File: src/rtl/stack_seq_ctrl.sv
// Stack sequencer for CALL/RET/RTI/INT: splits PC and flags into stack words,
// owns the stack pointer and stalls the pipeline while words are moving.
module stack_seq_ctrl #(
    parameter int unsigned     PC_WORDS   = 2,
    parameter int unsigned     FLAG_WORDS = 1,
    parameter int unsigned     CNT_W      = 2,
    parameter int unsigned     SP_W       = 11,
    parameter logic [SP_W-1:0] SP_INIT    = {SP_W{1'b1}}
) (
    input  logic             clk,
    input  logic             reset,
    input  logic             start,
    input  logic [1:0]       op,
    input  logic             mem_ready,
    output logic             busy,
    output logic             push,
    output logic             pop,
    output logic [SP_W-1:0]  mem_addr,
    output logic [CNT_W-1:0] word_sel,
    output logic [SP_W-1:0]  sp,
    output logic             done
);

    typedef enum logic [0:0] {StIdle, StXfer} state_e;

    // Word counts carry one extra bit so N = 2**CNT_W stays representable.
    localparam logic [CNT_W:0] NShort = (CNT_W+1)'(PC_WORDS);
    localparam logic [CNT_W:0] NLong  = (CNT_W+1)'(PC_WORDS + FLAG_WORDS);
    localparam logic [CNT_W:0] CntOne = (CNT_W+1)'(1);
    localparam logic [SP_W-1:0] SpOne = SP_W'(1);

    state_e            state_q, state_d;
    logic [CNT_W-1:0]  idx_q, idx_d;
    logic [1:0]        op_q, op_d;
    logic [SP_W-1:0]   sp_q, sp_d;
    logic              done_q, done_d;

    logic              is_push;
    logic              last_word;
    logic [CNT_W:0]    n_words;
    logic [CNT_W:0]    rev_sel;

    // Decode of the latched op: word count, direction and last-word flag.
    always_comb begin
        n_words   = op_q[1] ? NLong : NShort;
        // CALL (00) and INT (11) push; RET (01) and RTI (10) pop.
        is_push   = (op_q[0] == op_q[1]);
        last_word = ({1'b0, idx_q} == (n_words - CntOne));
        rev_sel   = n_words - CntOne - {1'b0, idx_q};
    end

    // Outputs decoded from registered state only.
    always_comb begin
        busy     = (state_q == StXfer);
        push     = (state_q == StXfer) && is_push;
        pop      = (state_q == StXfer) && !is_push;
        // Pops walk the fields in reverse so a pop sequence undoes a push sequence.
        word_sel = is_push ? idx_q : rev_sel[CNT_W-1:0];
        mem_addr = is_push ? sp_q : sp_q + SpOne;
        sp       = sp_q;
        done     = done_q;
    end

    // Next-state logic: accept start in IDLE, step one word per ready cycle in XFER.
    always_comb begin
        state_d = state_q;
        idx_d   = idx_q;
        op_d    = op_q;
        sp_d    = sp_q;
        done_d  = 1'b0;
        unique case (state_q)
            StIdle: begin
                if (start) begin
                    op_d    = op;
                    idx_d   = '0;
                    state_d = StXfer;
                end
            end
            StXfer: begin
                if (mem_ready) begin
                    sp_d  = is_push ? sp_q - SpOne : sp_q + SpOne;
                    idx_d = idx_q + CNT_W'(1);
                    if (last_word) begin
                        state_d = StIdle;
                        done_d  = 1'b1;
                    end
                end
            end
            default: state_d = StIdle;
        endcase
    end

    // State registers with synchronous active-low reset.
    always_ff @(posedge clk) begin
        if (!reset) begin
            state_q <= StIdle;
            idx_q   <= '0;
            op_q    <= 2'b00;
            sp_q    <= SP_INIT;
            done_q  <= 1'b0;
        end else begin
            state_q <= state_d;
            idx_q   <= idx_d;
            op_q    <= op_d;
            sp_q    <= sp_d;
            done_q  <= done_d;
        end
    end

endmodule

File: config.mk
export PLATFORM = sky130hd
export DESIGN_NAME = stack_seq_ctrl
export DESIGN_NICKNAME = d
export VERILOG_FILES = /design/src/rtl/stack_seq_ctrl.sv
export SDC_FILE = /design/constraint.sdc
export NUM_CORES = 1
export LEC_CHECK = 0
export CORE_UTILIZATION = 30
export CTS_BUF_LIST = sky130_fd_sc_hd__clkbuf_8
export CTS_CLUSTER_DIAMETER = 80
export CTS_CLUSTER_SIZE = 28
export DETAILED_ROUTE_END_ITERATION = 16
export PLACE_DENSITY = 0.52
export REMOVE_ABC_BUFFERS = 1
export SYNTH_ARGS = -nofsm -noshare
export SYNTH_HDL_FRONTEND = slang
export SYNTH_SLANG_ARGS = --single-unit
File: constraint.sdc
create_clock -name clk -period 1.8 [get_ports clk]
set_input_delay 0.36 -clock clk [delete_from_list [all_inputs] [get_ports clk]]
set_output_delay 0.36 -clock clk [all_outputs]
set_load 0.01 [all_outputs]
# After elaboration in Yosys (flattened, before gate mapping)

Index checks and enable logic that the tools add are counted.

Register bits after elaboration: 17
Input bits: 6
Output and inout port bits: 28
Word-level logic and storage cells: 34

$add $sub $neg: 5
Equal/unequal tests: 4
Mux-type cells: 12
Bitwise logic cells: 1
Reductions and logical operators: 7

Operator list:

| kind                                                                  | count |
|---|---|
| 11-bit two-way mux                                                    | 2 |
| 11-bit by 1-bit adder with 11-bit output (second input constant)      | 1 |
| 11-bit by 1-bit subtractor with 11-bit output (second input constant) | 1 |
| 2-bit two-way mux                                                     | 3 |
| 2-bit AND reduction                                                   | 3 |
| 1-bit two-way mux                                                     | 5 |
| 2-bit != test (second input constant)                                 | 2 |
| 2-bit case mux with 2 select lines                                    | 1 |
| 2-bit by 3-bit equality test with 1-bit output                        | 1 |
| 3-bit AND reduction                                                   | 1 |
| 2-bit by 1-bit subtractor with 3-bit output (second input constant)   | 1 |
| 2-bit by 1-bit adder with 2-bit output (second input constant)        | 1 |
| 1-bit logical AND                                                     | 2 |
| 1-bit case mux with 2 select lines                                    | 1 |
| 2-bit subtractor                                                      | 1 |
| 1-bit equality test                                                   | 1 |
| 1-bit logical NOT                                                     | 1 |
| 1-bit inverter                                                        | 1 |

# Logic depth before layout (Yosys ltp)

Depth after elaboration: 6
Depth in mapped cells: 6
Depth with buffers taken out: 5

# Least setup slack after synthesis

OpenSTA, ideal clock, no wires.

Kind: flip-flop to flip-flop
Start point: reg sp_q[5] (netlist: sp[5])
End point: reg sp_q[10] (netlist: sp[10])
Library setup time: 0.123 ns
Data arrival time: 1.791 ns
Data required time: 1.677 ns
Path slack: -0.114 ns
Cell stages (with the launch flop): 6
Path buffers: 1
Period minus slack after synthesis: 1.914 ns
Cell sequence: dfxtp_1 -> buf_6 -> or3_4 -> or4_4 -> o32ai_2 -> mux2_1

Word-level cells in the longest chain between the ends: 2
Elaborated cells on any way between the ends: 3
Those cells by class: 2 x add/sub; 1 x mux

RTL lines:

| item                                                                                                             | RTL line | text |
|---|---|---|
| start, declared                                                                                                  | 35       | `logic [SP_W-1:0] sp_q, sp_d;` |
| start signal, assigned                                                                                           | 105      | `sp_q <= sp_d;` |
| 11-bit by 1-bit adder with 11-bit output / 11-bit by 1-bit subtractor with 11-bit output (equally long branches) | 81       | `sp_d = is_push ? sp_q - SpOne : sp_q + SpOne;` |
| 11-bit two-way mux *                                                                                             | 81       |  |

Mark *: on every way between the ends. The rest lies on a longest branch, timed or not.
A chain may end at the register's enable or synchronous reset.

# Final worst setup path

Start point: reg op_q[0]
End point: out mem_addr[0]

Word-level cells in the longest chain between the ends: 2

RTL lines:

| item                   | RTL line | text |
|---|---|---|
| start, declared        | 34       | `logic [1:0] op_q, op_d;` |
| start signal, assigned | 104      | `op_q <= op_d;` |
| 1-bit equality test    | 47       | `is_push = (op_q[0] == op_q[1]);` |
| 11-bit two-way mux     | 59       | `mem_addr = is_push ? sp_q : sp_q + SpOne;` |
| end, declared          | 18       | `output logic [SP_W-1:0] mem_addr,` |

Every way passes these cells.

==> impl_metrics.yaml <==
run_status:
  status: "complete, but fails checks"
  violations: "setup timing"
clock_tree:
  cts.reportedPaths.clkPinSlew_ps: 70
  clock-sinks: 17
  clk_path_buf_depth: 2
  worst_skew_pair.late_latency_ps: 250
  cts_root_buffer: "clkbuf_8"
  cts_buffers: 3
  htreeDepth: 1
  cts_hold_repair.buffers: 0
  tritoncts: "yes"
grt:
  grt_pass1_wl_mm: 5.79
  grt_pass1_vias: 1271
  grtUsageTotal: 0.168
  antenna_found_initial: 0
  met1_usage: 0.223
  gr-usage-met2: 0.284
  grt_max_degree: 15
  top_usage_layer: "met2"
  met3_usage: 0.0236
  overflow: 0
worst_setup_path:
  end_kind: "primary output"
  crit_type: "flip-flop to primary output"
  rr_endpoint: "sp[10]"
  arrival_ps: 1560
  path_max_fanout: 4
  crit_family: "buffers and inverters"
  path_buf_inv: 5
  ff2ff_path_depth: 5
  r2r_start: "sp[5]"
  crit_chain: "xor2_4, buf_4, buf_6, buf_6, ha_4, inv_1, buf_2"
  r2r_slack_ps: -20
  required_ps: 1440
  cp_common_cell: "buf_6"
  crit_slowest_cell: "dfxtp_4"
  max_stage_delay_ps: 370
  critPathLaunchType: "flip-flop"
cells_and_area:
  nNetsFinal: 240
  syn2layout_area_growth_pct: 62.8
  final_cells: 278
  fillers: 394
  regArea_um2: 353
  drive_gt1_frac: 0.421
  antennaDiodeCount: 0
  multiInputGateArea_um2: 993
  final_area_mm2: 0.00208
timing:
  slew_headroom: 0.780
  final.setup.worst_slack_ps: -122
  period_needed_ps: 1920
  fin_crit_sh: 1.07
  skew_ps: 1.21
  hold_violations: 0
  setup_viol: 15
  tightest_slew_ps: 329
  whs_ps: 566
  slew_violations: 0
  setup_tns_ps: -646
  rsz0062_at_grt: "yes"
  max_freq_ghz: 0.520
synth:
  avgSynthCellArea_um2: 7.83
  synth.area.top_cells: "dfxtp_1 27%, xnor2_1 6.9%, ha_1 4.9%, mux2_2 4.4%, nand2_1 4.4%"
  syn-cell-area_mm2: 0.00128
  ys_types: 39
  synth_top_area_frac: 0.267
  syn_inst: 163
  ys_seq_area_frac: 0.267
  yosysTopAreaCell: "dfxtp_1"
  yosysWarnings: 0
  ys_seq_elements: 17
floorplanning:
  io_pins: 34
  die_w_um: 67.2
  die_area_mm2: 0.00452
  design.core.area_mm2: 0.00403
  die_h_um: 67.2
  start_util: 0.317
  rows: 23
detailed_routing:
  ant_nets: 0
  detail_route.iter0.violations: 46
  drcViolationCount: 0
  num_vias: 1390
  wirelength_mm: 3.79
  via_per_inst: 5.00
  drtPass1Iterations: 4
  wl_per_cell_um: 13.6
placement:
  dp_hpwl_mm: 2.71
  placed_cells: 267
  dpl_cell_area_mm2: 0.00186
  gp_congestion: 0.825
  numPortBuffers: 33
power:
  ir_worst_vdd_uv: 289
  p_per_area_mw_per_mm2: 606
  leakagePower_nw: 0.861
job:
  maxCapViolations: 0
worst_hold_path:
  hold_class: "flip-flop to flip-flop"
  hold_start: "sp[10]"
  hold_path_end: "sp[10]"
  whs_path_depth: 2
==> routing by layer <==
metal  share of wire  vias to the layer above
li1                -                      695
met1            0.46                      666
met2            0.51                       27
met3           0.027                        2
met4          0.0045                        0
met5               0                        -
==> worst reg2reg max path, stage by stage, from the launching register on <==
cell,delay (ps)
dfxtp_2,340
buf_6,110
or3_4,330
or4_4,510
o32ai_4,120
mux2_4,320
==> cell usage after synthesis, drive strengths merged <==
master	count
mux2i	4
or4	1
or3	1
o2111a	1
o311ai	1
and2	6
nand2b	6
nand2	15
xnor2	10
inv	6
o2111ai	1
a221o	1
xor2	3
ha	5
a31oi	1
nor2	14
o22ai	1
nor3	7
nand3b	2
o32ai	1
clkbuf	10
mux2	6
nor3b	1
nand4	5
and3	3
o41a	1
buf	4
a21oi	6
o21ai	10
nor2b	1
and4	1
nand4b	1
a31o	1
dfxtp	17
nand3	9
==> sequential cells by signal, summed over array words and instances (netlist names) <==
signal  flops
sp         11
busy        1
idx_q       2
done        1
op_q        2
==> area by class of cell <==
cell class	count	share of cell area
inverter	6	0.0108
clock inverter	1	0.00241
multi-input combinational	126	0.478
sequential	17	0.170
timing repair buffer	75	0.289
tap	50	0.0301
clock buffer	3	0.0199
==> power by group <==
| part | switching, mW | internal, mW | total (mW) | leakage (nW) |
|---|---|---|---|---|
| combinational | 0.265 | 0.281 | 0.547 | 0.696 |
| clock | 0.143 | 0.154 | 0.296 | 0.0255 |
| sequential | 0.0212 | 0.395 | 0.416 | 0.139 |
==> how the worst max path moves through the flow <==
stage | from | to | depth (start not counted)
floorplan | op_q[1] | mem_addr[10] | 4
global placement | op_q[1] | mem_addr[10] | 5
detailed placement | op_q[1] | mem_addr[9] | 5
CTS | op_q[0] | mem_addr[9] | 6
global route | op_q[0] | mem_addr[0] | 7
finish | op_q[0] | mem_addr[0] | 7
==> per-stage QoR <==
stage | util | setup WS [ps] | power, mW
5_1_grt | 0.516 | -176 | 1.33
2_1_floorplan | - | -181 | 0.649
4_1_cts | 0.488 | -87.5 | 1.21
3_3_place_gp | 0.462 | -200 | 0.919
3_5_place_dp | 0.462 | -261 | 0.923
6_report | 0.516 | -122 | 1.26
==> timing repair <==
| action | CTS | global route |
|---|---|---|
| buffers inserted | 4 | 3 |
| resized for setup | 78 | 26 |
| endpoints found under the hold margin | 0 | 0 |
| pin swaps | 13 | 11 |
| endpoints found under the setup margin | 17 | 19 |
==> layout by cell type, fill, tap and decap left out, drive strengths merged, types with 2 or more instances in the layout <==
master / count
a21oi: 6
and2: 6
and3: 3
buf: 56
clkbuf: 4
clkdlybuf4s50: 18
dfxtp: 17
ha: 5
inv: 6
mux2: 6
mux2i: 4
nand2: 15
nand2b: 6
nand3: 9
nand3b: 2
nand4: 5
nor2: 14
nor3: 7
o21ai: 10
xnor2: 10
xor2: 3
==> cell families (layout without fill, tap and decap cells) <==
| logic type | after synthesis | count (layout) | share of synthesized area |
|---|---|---|---|
| buffers and inverters | 20 | 85 | 0.0735 |
| xor gates and xnor gates | 13 | 13 | 0.0951 |
| muxes | 10 | 10 | 0.0843 |
| AOI/OAI and AO/OA | 25 | 25 | 0.131 |
| adders and majority gates | 5 | 5 | 0.0490 |
| DFF | 17 | 17 | 0.267 |
| and+or+nand+nor | 73 | 73 | 0.300 |
(Power assumes the default switching activity.)
